**src/rtl/ldpc_pkg.sv**
```systemverilog
// Shared LDPC check-node definitions: message widths, row limits, FSM states,
// accumulator payload and small arithmetic helpers.
package ldpc_pkg;

   localparam int unsigned MAG_W     = 5;
   localparam int unsigned LANES     = 4;
   localparam int unsigned MAX_BEATS = 6;
   localparam int unsigned IDX_W     = 5;
   localparam int unsigned DEG_W     = IDX_W + 1;
   localparam int unsigned BEAT_W    = $clog2(MAX_BEATS + 1);

   localparam logic [MAG_W-1:0] MAG_MAX = '1;

   typedef enum logic [1:0] {IDLE, ACCUM, HOLD} state_e;

   // Running row result; also the registered output payload.
   typedef struct packed {
      logic [MAG_W-1:0] min1;
      logic [MAG_W-1:0] min2;
      logic [IDX_W-1:0] idx;
      logic             sign;
      logic [DEG_W-1:0] deg;
      logic             err;
   } acc_t;

   localparam acc_t ACC_RST = '{min1: MAG_MAX, min2: MAG_MAX, idx: '0,
                                sign: 1'b0, deg: '0, err: 1'b0};

   function automatic logic [MAG_W-1:0] min_mag(input logic [MAG_W-1:0] a,
                                                input logic [MAG_W-1:0] b);
      return (b < a) ? b : a;
   endfunction

   function automatic logic [2:0] popcount4(input logic [3:0] v);
      return 3'(v[0]) + 3'(v[1]) + 3'(v[2]) + 3'(v[3]);
   endfunction

endpackage

```
**src/rtl/cnu_min_scheduler_if.sv**
```systemverilog
// Beat-in / result-out bus of the check-node min scheduler.
//  slave  : the scheduler (accepts beats, presents results)
//  master : the producer/consumer around it
interface cnu_min_scheduler_if;
   import ldpc_pkg::*;

   logic                   in_valid;
   logic                   in_ready;
   logic [LANES*MAG_W-1:0] in_mag;
   logic [LANES-1:0]       in_sign;
   logic [LANES-1:0]       in_lane_en;
   logic                   in_last;
   logic                   out_valid;
   logic                   out_ready;
   logic [MAG_W-1:0]       out_min1;
   logic [MAG_W-1:0]       out_min2;
   logic [IDX_W-1:0]       out_min1_idx;
   logic                   out_sign;
   logic [DEG_W-1:0]       out_deg;
   logic                   out_err;

   modport slave (
      input  in_valid, in_mag, in_sign, in_lane_en, in_last, out_ready,
      output in_ready, out_valid, out_min1, out_min2, out_min1_idx,
             out_sign, out_deg, out_err
   );

   modport master (
      output in_valid, in_mag, in_sign, in_lane_en, in_last, out_ready,
      input  in_ready, out_valid, out_min1, out_min2, out_min1_idx,
             out_sign, out_deg, out_err
   );
endinterface

```
**src/rtl/min_sum_tree_4.sv**
```systemverilog
// Combinational 4-input min-sum tree: smallest, second-smallest and lane index
// of the smallest. Ties resolve to the lower lane.
//  mag      in  4*MAG_W  lane k at [k*MAG_W +: MAG_W]
//  min1_c   out MAG_W    smallest magnitude
//  min2_c   out MAG_W    second-smallest magnitude
//  idx_c    out 2        lane of min1_c
module min_sum_tree_4
   import ldpc_pkg::*;
(
   input  logic [LANES*MAG_W-1:0] mag,
   output logic [MAG_W-1:0]       min1_c,
   output logic [MAG_W-1:0]       min2_c,
   output logic [1:0]             idx_c
);

   logic [MAG_W-1:0] v [LANES];
   logic [MAG_W-1:0] lo0, hi0, lo1, hi1;
   logic             i0, i1;

   always_comb begin : tree
      for (int k = 0; k < LANES; k++) v[k] = mag[k*MAG_W +: MAG_W];

      // First level: pairs (0,1) and (2,3); strict compares keep the lower lane on ties.
      if (v[1] < v[0]) begin lo0 = v[1]; hi0 = v[0]; i0 = 1'b1; end
      else             begin lo0 = v[0]; hi0 = v[1]; i0 = 1'b0; end
      if (v[3] < v[2]) begin lo1 = v[3]; hi1 = v[2]; i1 = 1'b1; end
      else             begin lo1 = v[2]; hi1 = v[3]; i1 = 1'b0; end

      // Second level: the losing pair's low competes with the winning pair's high.
      if (lo1 < lo0) begin
         min1_c = lo1;
         idx_c  = {1'b1, i1};
         min2_c = min_mag(lo0, hi1);
      end else begin
         min1_c = lo0;
         idx_c  = {1'b0, i0};
         min2_c = min_mag(lo1, hi0);
      end
   end

endmodule

```
**src/rtl/cnu_min_scheduler.sv**
```systemverilog
// Sequences one check-node row through the 4-input min-sum tree, merging each
// beat into running min1/min2/index/sign/degree registers and holding the row
// result until the consumer takes it.
//  clk, rst_n  clock, asynchronous active-low reset
//  bus (slave) in_* beat handshake with lane data; out_* registered row result
module cnu_min_scheduler
   import ldpc_pkg::*;
(
   input  logic                clk,
   input  logic                rst_n,
   cnu_min_scheduler_if.slave  bus
);

   state_e                 state_q, state_d;
   acc_t                   acc_q, acc_d, acc_base;
   logic [BEAT_W-1:0]      beat_q, beat_d, beat_base;
   logic                   in_ready_q, in_ready_d;
   logic                   out_valid_q, out_valid_d;
   logic [LANES*MAG_W-1:0] lane_mag;
   logic [MAG_W-1:0]       t1, t2;
   logic [1:0]             t_idx;
   logic                   accept;

   assign accept = bus.in_valid & in_ready_q;

   // Disabled lanes present max magnitude so they never win a compare.
   always_comb begin : lane_mask
      lane_mag = '1;
      for (int k = 0; k < LANES; k++) begin
         if (bus.in_lane_en[k]) lane_mag[k*MAG_W +: MAG_W] = bus.in_mag[k*MAG_W +: MAG_W];
      end
   end

   min_sum_tree_4 u_tree (
      .mag    (lane_mag),
      .min1_c (t1),
      .min2_c (t2),
      .idx_c  (t_idx)
   );

   // Next state, merge and handshake decode.
   always_comb begin : fsm_next
      state_d   = state_q;
      acc_d     = acc_q;
      beat_d    = beat_q;
      acc_base  = acc_q;
      beat_base = beat_q;

      // A row starting from IDLE ignores whatever the previous row left behind.
      if (state_q == IDLE) begin
         acc_base  = ACC_RST;
         beat_base = '0;
      end

      case (state_q)
         IDLE, ACCUM: begin
            if (accept) begin
               state_d = bus.in_last ? HOLD : ACCUM;
               acc_d   = acc_base;
               beat_d  = beat_base;
               if (beat_base == BEAT_W'(MAX_BEATS)) begin
                  acc_d.err = 1'b1;
               end else begin
                  beat_d = beat_base + BEAT_W'(1);
                  if (t1 < acc_base.min1) begin
                     acc_d.min1 = t1;
                     acc_d.idx  = IDX_W'({beat_base, t_idx});
                     acc_d.min2 = min_mag(acc_base.min1, t2);
                  end else begin
                     acc_d.min2 = min_mag(acc_base.min2, t1);
                  end
                  acc_d.sign = acc_base.sign ^ (^(bus.in_sign & bus.in_lane_en));
                  acc_d.deg  = acc_base.deg + DEG_W'(popcount4(bus.in_lane_en));
               end
            end
         end
         HOLD: begin
            if (bus.out_ready) state_d = IDLE;
         end
         default: state_d = IDLE;
      endcase

      in_ready_d  = (state_d != HOLD);
      out_valid_d = (state_d == HOLD);
   end

   always_ff @(posedge clk or negedge rst_n) begin : regs
      if (!rst_n) begin
         state_q     <= IDLE;
         acc_q       <= ACC_RST;
         beat_q      <= '0;
         in_ready_q  <= 1'b1;
         out_valid_q <= 1'b0;
      end else begin
         state_q     <= state_d;
         acc_q       <= acc_d;
         beat_q      <= beat_d;
         in_ready_q  <= in_ready_d;
         out_valid_q <= out_valid_d;
      end
   end

   assign bus.in_ready     = in_ready_q;
   assign bus.out_valid    = out_valid_q;
   assign bus.out_min1     = acc_q.min1;
   assign bus.out_min2     = acc_q.min2;
   assign bus.out_min1_idx = acc_q.idx;
   assign bus.out_sign     = acc_q.sign;
   assign bus.out_deg      = acc_q.deg;
   assign bus.out_err      = acc_q.err;

endmodule

```
**src/flat_wrapper.sv**
```systemverilog
// flat-port wrapper written by rule: the top's interface ports become plain ports
module cnu_min_scheduler_flat import ldpc_pkg::*;
  (clk, rst_n, bus_in_valid, bus_in_mag, bus_in_sign, bus_in_lane_en, bus_in_last, bus_out_ready, bus_in_ready, bus_out_valid, bus_out_min1, bus_out_min2, bus_out_min1_idx, bus_out_sign, bus_out_deg, bus_out_err);
  cnu_min_scheduler_if bus_i ();
  input  logic clk;
  input  logic rst_n;
  input wire logic [$bits(bus_i.in_valid)-1:0] bus_in_valid;
  input wire logic [$bits(bus_i.in_mag)-1:0] bus_in_mag;
  input wire logic [$bits(bus_i.in_sign)-1:0] bus_in_sign;
  input wire logic [$bits(bus_i.in_lane_en)-1:0] bus_in_lane_en;
  input wire logic [$bits(bus_i.in_last)-1:0] bus_in_last;
  input wire logic [$bits(bus_i.out_ready)-1:0] bus_out_ready;
  output wire logic [$bits(bus_i.in_ready)-1:0] bus_in_ready;
  output wire logic [$bits(bus_i.out_valid)-1:0] bus_out_valid;
  output wire logic [$bits(bus_i.out_min1)-1:0] bus_out_min1;
  output wire logic [$bits(bus_i.out_min2)-1:0] bus_out_min2;
  output wire logic [$bits(bus_i.out_min1_idx)-1:0] bus_out_min1_idx;
  output wire logic [$bits(bus_i.out_sign)-1:0] bus_out_sign;
  output wire logic [$bits(bus_i.out_deg)-1:0] bus_out_deg;
  output wire logic [$bits(bus_i.out_err)-1:0] bus_out_err;
  assign bus_i.in_valid = bus_in_valid;
  assign bus_i.in_mag = bus_in_mag;
  assign bus_i.in_sign = bus_in_sign;
  assign bus_i.in_lane_en = bus_in_lane_en;
  assign bus_i.in_last = bus_in_last;
  assign bus_i.out_ready = bus_out_ready;
  assign bus_in_ready = bus_i.in_ready;
  assign bus_out_valid = bus_i.out_valid;
  assign bus_out_min1 = bus_i.out_min1;
  assign bus_out_min2 = bus_i.out_min2;
  assign bus_out_min1_idx = bus_i.out_min1_idx;
  assign bus_out_sign = bus_i.out_sign;
  assign bus_out_deg = bus_i.out_deg;
  assign bus_out_err = bus_i.out_err;
  cnu_min_scheduler u_core (.clk(clk), .rst_n(rst_n), .bus(bus_i));
endmodule
```
**config.mk**
```make
export PLATFORM = sky130hd
export DESIGN_NAME = cnu_min_scheduler_flat
export DESIGN_NICKNAME = d
export VERILOG_FILES = /design/src/rtl/ldpc_pkg.sv /design/src/rtl/cnu_min_scheduler_if.sv /design/src/rtl/min_sum_tree_4.sv /design/src/rtl/cnu_min_scheduler.sv /design/src/flat_wrapper.sv
export SDC_FILE = /design/constraint.sdc
export NUM_CORES = 1
export LEC_CHECK = 0
export ABC_AREA = 1
export BUFFER_PORTS_ARGS = -buffer_cell sky130_fd_sc_hd__buf_4
export CORE_MARGIN = 10
export CORE_UTILIZATION = 50
export DETAILED_ROUTE_END_ITERATION = 8
export PLACE_DENSITY_LB_ADDON = 0.05
export RECOVER_POWER = 50
export REMOVE_ABC_BUFFERS = 1
export SETUP_SLACK_MARGIN = 0.2
export SLEW_MARGIN = 20
export SYNTH_ARGS = -nofsm -noshare
export SYNTH_HDL_FRONTEND = slang
export SYNTH_SLANG_ARGS = --single-unit
```
**constraint.sdc**
```tcl
create_clock -name clk -period 2.9 [get_ports clk]
set_input_delay 0.725 -clock clk [delete_from_list [all_inputs] [get_ports clk]]
set_output_delay 0.725 -clock clk [all_outputs]
set_load 0.05 [all_outputs]
```
==> results of run 1 <==
## final cells by class
cell class / count / area [um^2] / area share
well taps: 80 / 100.1 / 0.01739
flip-flops and latches: 30 / 764.5 / 0.1328
repair buffers: 178 / 1403 / 0.2437
clock inverters: 2 / 12.51 / 0.002174
inverters: 80 / 325.3 / 0.05652
multi-input cells: 419 / 3053 / 0.5304
repair inverters: 2 / 15.01 / 0.002609
clock buffers: 6 / 82.58 / 0.01435
## layer usage
layer / vias to the layer above / wire length (um) / GRT usage
li1: 2076 / - / -
met1: 2073 / 4975 / 0.2431
met5: - / 0 / 0
met2: 272 / 7323 / 0.4269
met3: 85 / 1087 / 0.04625
met4: 0 / 807 / 0.1193
## state kept, by name, summed over array words and instances, names as in the netlist
name / cells
u_core.bus.out_deg: 6
u_core.bus.out_min1: 5
u_core.bus.out_min1_idx: 5
u_core.bus.out_min2: 5
u_core.beat_q: 3
u_core.state_q: 2
u_core.bus.in_ready: 1
u_core.bus.out_err: 1
u_core.bus.out_sign: 1
u_core.bus.out_valid: 1
## worst min-delay path, delay by kind of cell, from the launching register on
family	cells	cell delay (ps)
flip-flops	1	380
AND/OR/NAND/NOR	2	100
## path summary, 6_finish.rpt
kind                                                    start                                     end  slack [ps]  cells past startpoint
setup / recovery                               bus_in_mag[11]  u_core.bus.out_min1_idx[0]$_DFFE_PN0P_       -1350                     28
hold / removal             u_core.bus.out_min1[0]$_DFFE_PN1P_      u_core.bus.out_min1[0]$_DFFE_PN1P_         480                      2
setup reg to reg                  u_core.state_q[1]$_DFF_PN0_  u_core.bus.out_min1_idx[0]$_DFFE_PN0P_         120                     15
hold reg to reg            u_core.bus.out_min1[0]$_DFFE_PN1P_      u_core.bus.out_min1[0]$_DFFE_PN1P_         480                      2
max in group asynchronous                               rst_n            u_core.beat_q[0]$_DFFE_PN0P_        1120                      1
min in group asynchronous                               rst_n  u_core.bus.out_min1_idx[4]$_DFFE_PN0P_         840                      1
## where the power goes
part / switching [mW] / total, mW / internal, mW
Clock: 0.178 / 0.369 / 0.191
Sequential: 0.123 / 0.758 / 0.635
Combinational: 2.84 / 4.82 / 1.99
Total: 3.14 / 5.95 / 2.81
## cell usage in the layout, fill, tap and decap left out, types with 4 or more instances in the layout
cell type   count
clkbuf_1        5
buf_4         152
o21ai_1         5
ha_1            8
clkinvlp_4      5
o21a_1          4
inv_1          51
nand3_2        12
xnor2_1         7
nand2_1       133
a21oi_2        14
nor2_1         50
nand2_4        15
o21ai_2        22
inv_2          21
buf_6          16
nand2_2        32
o21ai_0        11
nand3_1        26
ha_4           21
nor2_2          7
dfrtp_1        19
nand3_4         4
clkbuf_8        6
nor2_4         12
dfstp_2        11
nand3b_1        5
o211ai_1        7
## stage by stage
stage	utilization	hold WS (ps)	cells	area, um^2
6_report	0.8566	478.2	797	5756
3_3_place_gp	0.6760	467.0	756	4542
4_1_cts	0.7974	371.8	783	5358
5_1_grt	0.8566	496.6	797	5756
2_1_floorplan	-	429.4	527	3323
3_5_place_dp	0.6760	470.2	756	4542
## cells by family (layout without fill, tap and decap cells)
group | count (synthesis) | in the layout | share of synthesized area
fa+ha+maj | 33 | 33 | 0.1254
compound gates | 77 | 77 | 0.1309
flops | 30 | 30 | 0.2241
xor+xnor | 9 | 9 | 0.02310
simple gates | 298 | 300 | 0.3825
buf+inv | 92 | 268 | 0.1140
## what timing repair did
| action | in CTS | in global routing |
|---|---|---|
| gates resized for setup | 148 | 79 |
| gates cloned | 4 | 2 |
| endpoints found under the setup margin | 16 | 20 |
| pin swaps | 76 | 50 |
| buffers inserted | 15 | 12 |
==> flow_summary_export.csv, run 1 <==
group,metric,value,unit
status,status,"finished, violations left",
status,violations,"max-capacitance violations, max-slew violations, negative setup slack",
die,start_util,0.5078,
placement,numPortBuffers,57,
die,die-area,0.01053,mm^2
timing,worstMarginPinSlew,1624,ps
logic_synthesis,synthMostInstantiatedCell,"nand2_1",
logic_synthesis,synthCells,539,
timing,slew_headroom,-0.08265,
die,io_pins,58,
timing,min_period,4251,ps
drt,wl,14.19,mm
logic_synthesis,synth-async-reset-ratio,1.000,
logic_synthesis,synth_top_area_cell,"nand2_1",
timing,fin_setup_tns,-18290,ps
cts,htreeDepth,2,
cells_and_area,fillers,377,
setup_path,required,3130,ps
cts,cts.path.max_buffers,2,
die,core-area,0.006719,mm^2
logic_synthesis,yosys_warnings,0,
cts,clock_sinks,30,
power,p_leak,2.853,nW
drt,dr.pass1.iters,6,
placement,gp_congestion,0.9315,
setup_path,startpoint_type,"primary input",
setup_path,cp_data_arrival_time,4480,ps
timing,report.final.slew_viol_count,31,
setup_path,crit_top_cell,"nand2_1",
cts,cts_hold_buf,0,
drt,drcViolationCount,0,
min_path,hp-class,"flop to flop",
cells_and_area,syn2layout_area_growth,68.68,%
power,vdd_drop_max,0.0004892,V
placement,post-place-ws,-1855,ps
placement,dp_hpwl,8.315,mm
die,fp.dieW,102.6,um
timing,rsz0062_at_grt,"yes",
cells_and_area,antenna_cells,0,
cells_and_area,fin_nets,782,
global_routing,antenna_found_initial,0,
global_routing,grt_overflow_total,0,
timing,hold_viol_final,0,
setup_path,cp_max_fo,6,
setup_path,max_stage_delay,290,ps
power,powerDensity,1034,mW/mm^2
drt,via_per_inst,5.654,
cts,numCtsBuffers,5,
drt,wl_per_cell,17.81,um
timing,fin_crit_sh,1.466,
flow_run,max-cap-violations,1,
cells_and_area,layout-drive-gt1-share,0.5244,
timing,fin_worst_skew,5.820,ps
cts,clk_pin_slew,70,ps
setup_path,slowest_stage,"ha_4",
logic_synthesis,synth_edf_count,0,
timing,fin_ws,-1351,ps
die,row_count,30,
timing,finalSetupViolCount,15,
logic_synthesis,netlist_top_cells_area,"nand2_1 18%, dfrtp_1 14%, ha_1 11%, dfstp_2 8.5%, inv_1 8.3%",
setup_path,timing.critical_path.buf_inv,7,
logic_synthesis,yosysTopAreaCellShare,0.1804,
logic_synthesis,yosysSeqAreaShare,0.2241,
logic_synthesis,avgSynthCellArea,6.330,um^2
logic_synthesis,syn-cell-area,0.003412,mm^2
cts,cts-root-buf,"clkbuf_8",
power,total_power,5.949,mW
setup_path,cp-end-kind,"flop",
logic_synthesis,synth_cell_type_count,35,
timing,timing.fmax,235.2,MHz
setup_path,path_class,"primary input to flop",
cts,cts_tree,"built",
global_routing,grt_use_total,0.2318,
drt,drt_iter0_markers,363,
die,fp.dieH,102.6,um
global_routing,grt_first_pass_wirelength,19.65,mm
drt,vias,4506,
global_routing,grt_max_degree,31,
logic_synthesis,ys_ff_latch,30,
cts,clock_latency,290,ps
logic_synthesis,synth_flop_cell,"dfrtp_1",
global_routing,grt_pass1_vias,4363,
setup_path,path_delay_family,"simple AND/OR/NAND/NOR gates",
logic_synthesis,yosys-top-cells-count,"164 x nand2_1, 75 x inv_1, 63 x nor2_1",
drt,ant_nets,0,
No activity file was read; power rests on OpenSTA's default activity.
==> run 2: changes to the inputs <==
==> constraint.sdc (replaced) <==
create_clock -name clk -period 2.9 [get_ports clk]
set_input_delay 0.725 -clock clk [delete_from_list [all_inputs] [get_ports clk]]
set_output_delay 0.725 -clock clk [all_outputs]
set_load 0.005 [all_outputs]
==> flow_summary_export.csv, run 2 (same netlist as run 1, synthesis figures left out) <==
group,metric,value,unit
setup_path,r2r_setup_slack,160,ps
setup_path,cp-startpoint,"bus_in_mag[11]",
cells_and_area,final_cell_mix,"152 x buf_4, 133 x nand2_1, 51 x inv_1, 50 x nor2_1, 32 x nand2_2",
placement,dp_cells,756,
global_routing,antenna_found_initial,0,
status,status,"finished, violations left",
timing,hold_viol_final,0,
cells_and_area,fin_nets,782,
timing,report.final.slew_viol_count,31,
setup_path,startpoint_type,"primary input",
setup_path,path_class,"primary input to flop",
min_path,hold_path_depth,2,
power,p_leak,2.861,nW
cts,numCtsBuffers,5,
drt,dr.pass1.iters,5,
timing,fin_worst_skew,5.983,ps
cts,htreeDepth,2,
drt,via_per_inst,5.647,
timing,fin_crit_sh,1.457,
drt,vias,4501,
setup_path,cp_max_fo,6,
global_routing,grt_overflow_total,0,
cells_and_area,layout-drive-gt1-share,0.5272,
die,core-area,0.006719,mm^2
drt,wl_per_cell,17.71,um
cts,clock_sinks,30,
cts,cts.path.max_buffers,2,
global_routing,grt_use_total,0.2318,
setup_path,r2r-start,"u_core.state_q[1]$_DFF_PN0_",
drt,drt_iter0_markers,390,
cells_and_area,largest_register_ffs,6,
cells_and_area,instances_no_fill,797,
die,io_pins,58,
cells_and_area,syn2layout_area_growth,68.90,%
timing,fin_ws,-1325,ps
global_routing,grt_max_degree,31,
placement,placed_cell_area,0.004542,mm^2
flow_run,max-cap-violations,1,
cells_and_area,final_area,0.005763,mm^2
cts,cts_tree,"built",
cells_and_area,final_common_cell,"buf_4",
drt,drcViolationCount,0,
setup_path,required,3130,ps
placement,dp_hpwl,8.315,mm
global_routing,grt_first_pass_wirelength,19.65,mm
setup_path,cp-end-kind,"flop",
cells_and_area,antenna_cells,0,
die,start_util,0.5078,
timing,timing.fmax,236.7,MHz
drt,ant_nets,0,
drt,wl,14.11,mm
cts,clock_latency,290,ps
cts,clk_pin_slew,70,ps
die,die-area,0.01053,mm^2
timing,finalSetupViolCount,15,
timing,slew_headroom,-0.07521,
cells_and_area,fillers,376,
die,row_count,30,
setup_path,cp_data_arrival_time,4450,ps
power,powerDensity,947.0,mW/mm^2
status,violations,"max-capacitance violations, max-slew violations, negative setup slack",
placement,gp_congestion,0.9315,
global_routing,grt_pass1_vias,4363,
cts,cts-root-buf,"clkbuf_8",
timing,worstMarginPinSlew,1613,ps
min_path,hp-start,"u_core.bus.out_min1[0]$_DFFE_PN1P_",
timing,rsz0062_at_grt,"yes",
placement,numPortBuffers,57,
power,vdd_drop_max,0.0004497,V
die,fp.dieW,102.6,um
setup_path,reg2regPathDepth,15,
min_path,hp-class,"flop to flop",
min_path,min_to,"u_core.bus.out_min1[0]$_DFFE_PN1P_",
die,fp.dieH,102.6,um
setup_path,r2r_end,"u_core.bus.out_min1_idx[0]$_DFFE_PN0P_",
timing,min_period,4225,ps
[run 2: cell counts in the layout (fill, tap and decap cells not counted)]
No cell type changed its count.
[run 2: stage by stage]
stage               worst slack [ps]  total power [mW]  TNS, ps  hold WS, ps    util
floorplan                      -1869             2.359   -26300        429.4       -
global placement               -1736             3.471   -23290        467.0  0.6760
detailed placement             -1855             3.530   -25220        470.2  0.6760
CTS                            -1002             4.732   -14120        371.8  0.7974
global route                   -1550             5.818   -21660        496.6  0.8577
finish                         -1325             5.458   -18290        478.2  0.8577
[run 2: layout make-up]
cell class                      instances  area (um^2)  share of cell area
Tap cell                               80        100.1             0.01737
Multi-Input combinational cell        419         3053              0.5297
Inverter                               80        325.3             0.05645
Clock buffer                            6        82.58             0.01433
Clock inverter                          2        12.51            0.002171
Timing Repair Buffer                  178         1410              0.2447
Timing Repair inverter                  2        15.01            0.002605
Sequential cell                        30        764.5              0.1327
[run 2: report_power, final]
| group | switching [mW] | leakage (nW) | internal (mW) |
|---|---|---|---|
| Clock | 0.177 | 0.0472 | 0.191 |
| Sequential | 0.124 | 0.361 | 0.635 |
| Combinational | 2.36 | 2.45 | 1.97 |
| Total | 2.66 | 2.86 | 2.80 |
[run 2: worst max-delay path by stage]
stage | endpoint | cells after the start
detailed placement | u_core.bus.out_min2[2]$_DFFE_PN1P_ | 30
global placement | u_core.bus.out_min2[2]$_DFFE_PN1P_ | 30
floorplan | u_core.bus.out_min1_idx[0]$_DFFE_PN0P_ | 28
CTS | u_core.bus.out_min2[4]$_DFFE_PN1P_ | 31
global route | u_core.bus.out_min1_idx[0]$_DFFE_PN0P_ | 28
finish | u_core.bus.out_min1_idx[0]$_DFFE_PN0P_ | 28
[run 2: routing by layer]
| metal | part of all wire | track usage | wire (um) |
|---|---|---|---|
| met4 | 0.059 | 0.1193 | 828 |
| met3 | 0.077 | 0.04625 | 1086 |
| met1 | 0.35 | 0.2431 | 4934 |
| met2 | 0.51 | 0.4269 | 7263 |
| met5 | 0 | 0 | 0 |
[run 2: critical path, stage by stage]
cell and delay (ps):
buf_4 130, nor2_2 200, ha_4 230, nand2_1 90, nand3_2 80, nand2_2 120, nand2_4 100, o21ai_2 190
inv_2 70, ha_4 290, inv_1 50, o21ai_2 170, inv_2 100, nand3_4 90, o21a_1 190, inv_2 70
ha_1 280, nand2_1 100, nor2_1 70, a211oi_2 250, buf_4 190, nand2_4 80, nor2_4 130, buf_6 130
o21ai_0 90, nand2_1 110, nand2_1 70, nand2_1 60
[run 2: what timing repair did]
action                                  CTS  global route
endpoints found under the setup margin   16            20
setup buffers                            15            12
resized for setup                       148            79
hold buffers                              0             0
cloned                                    4             2
pin swaps                                76            50
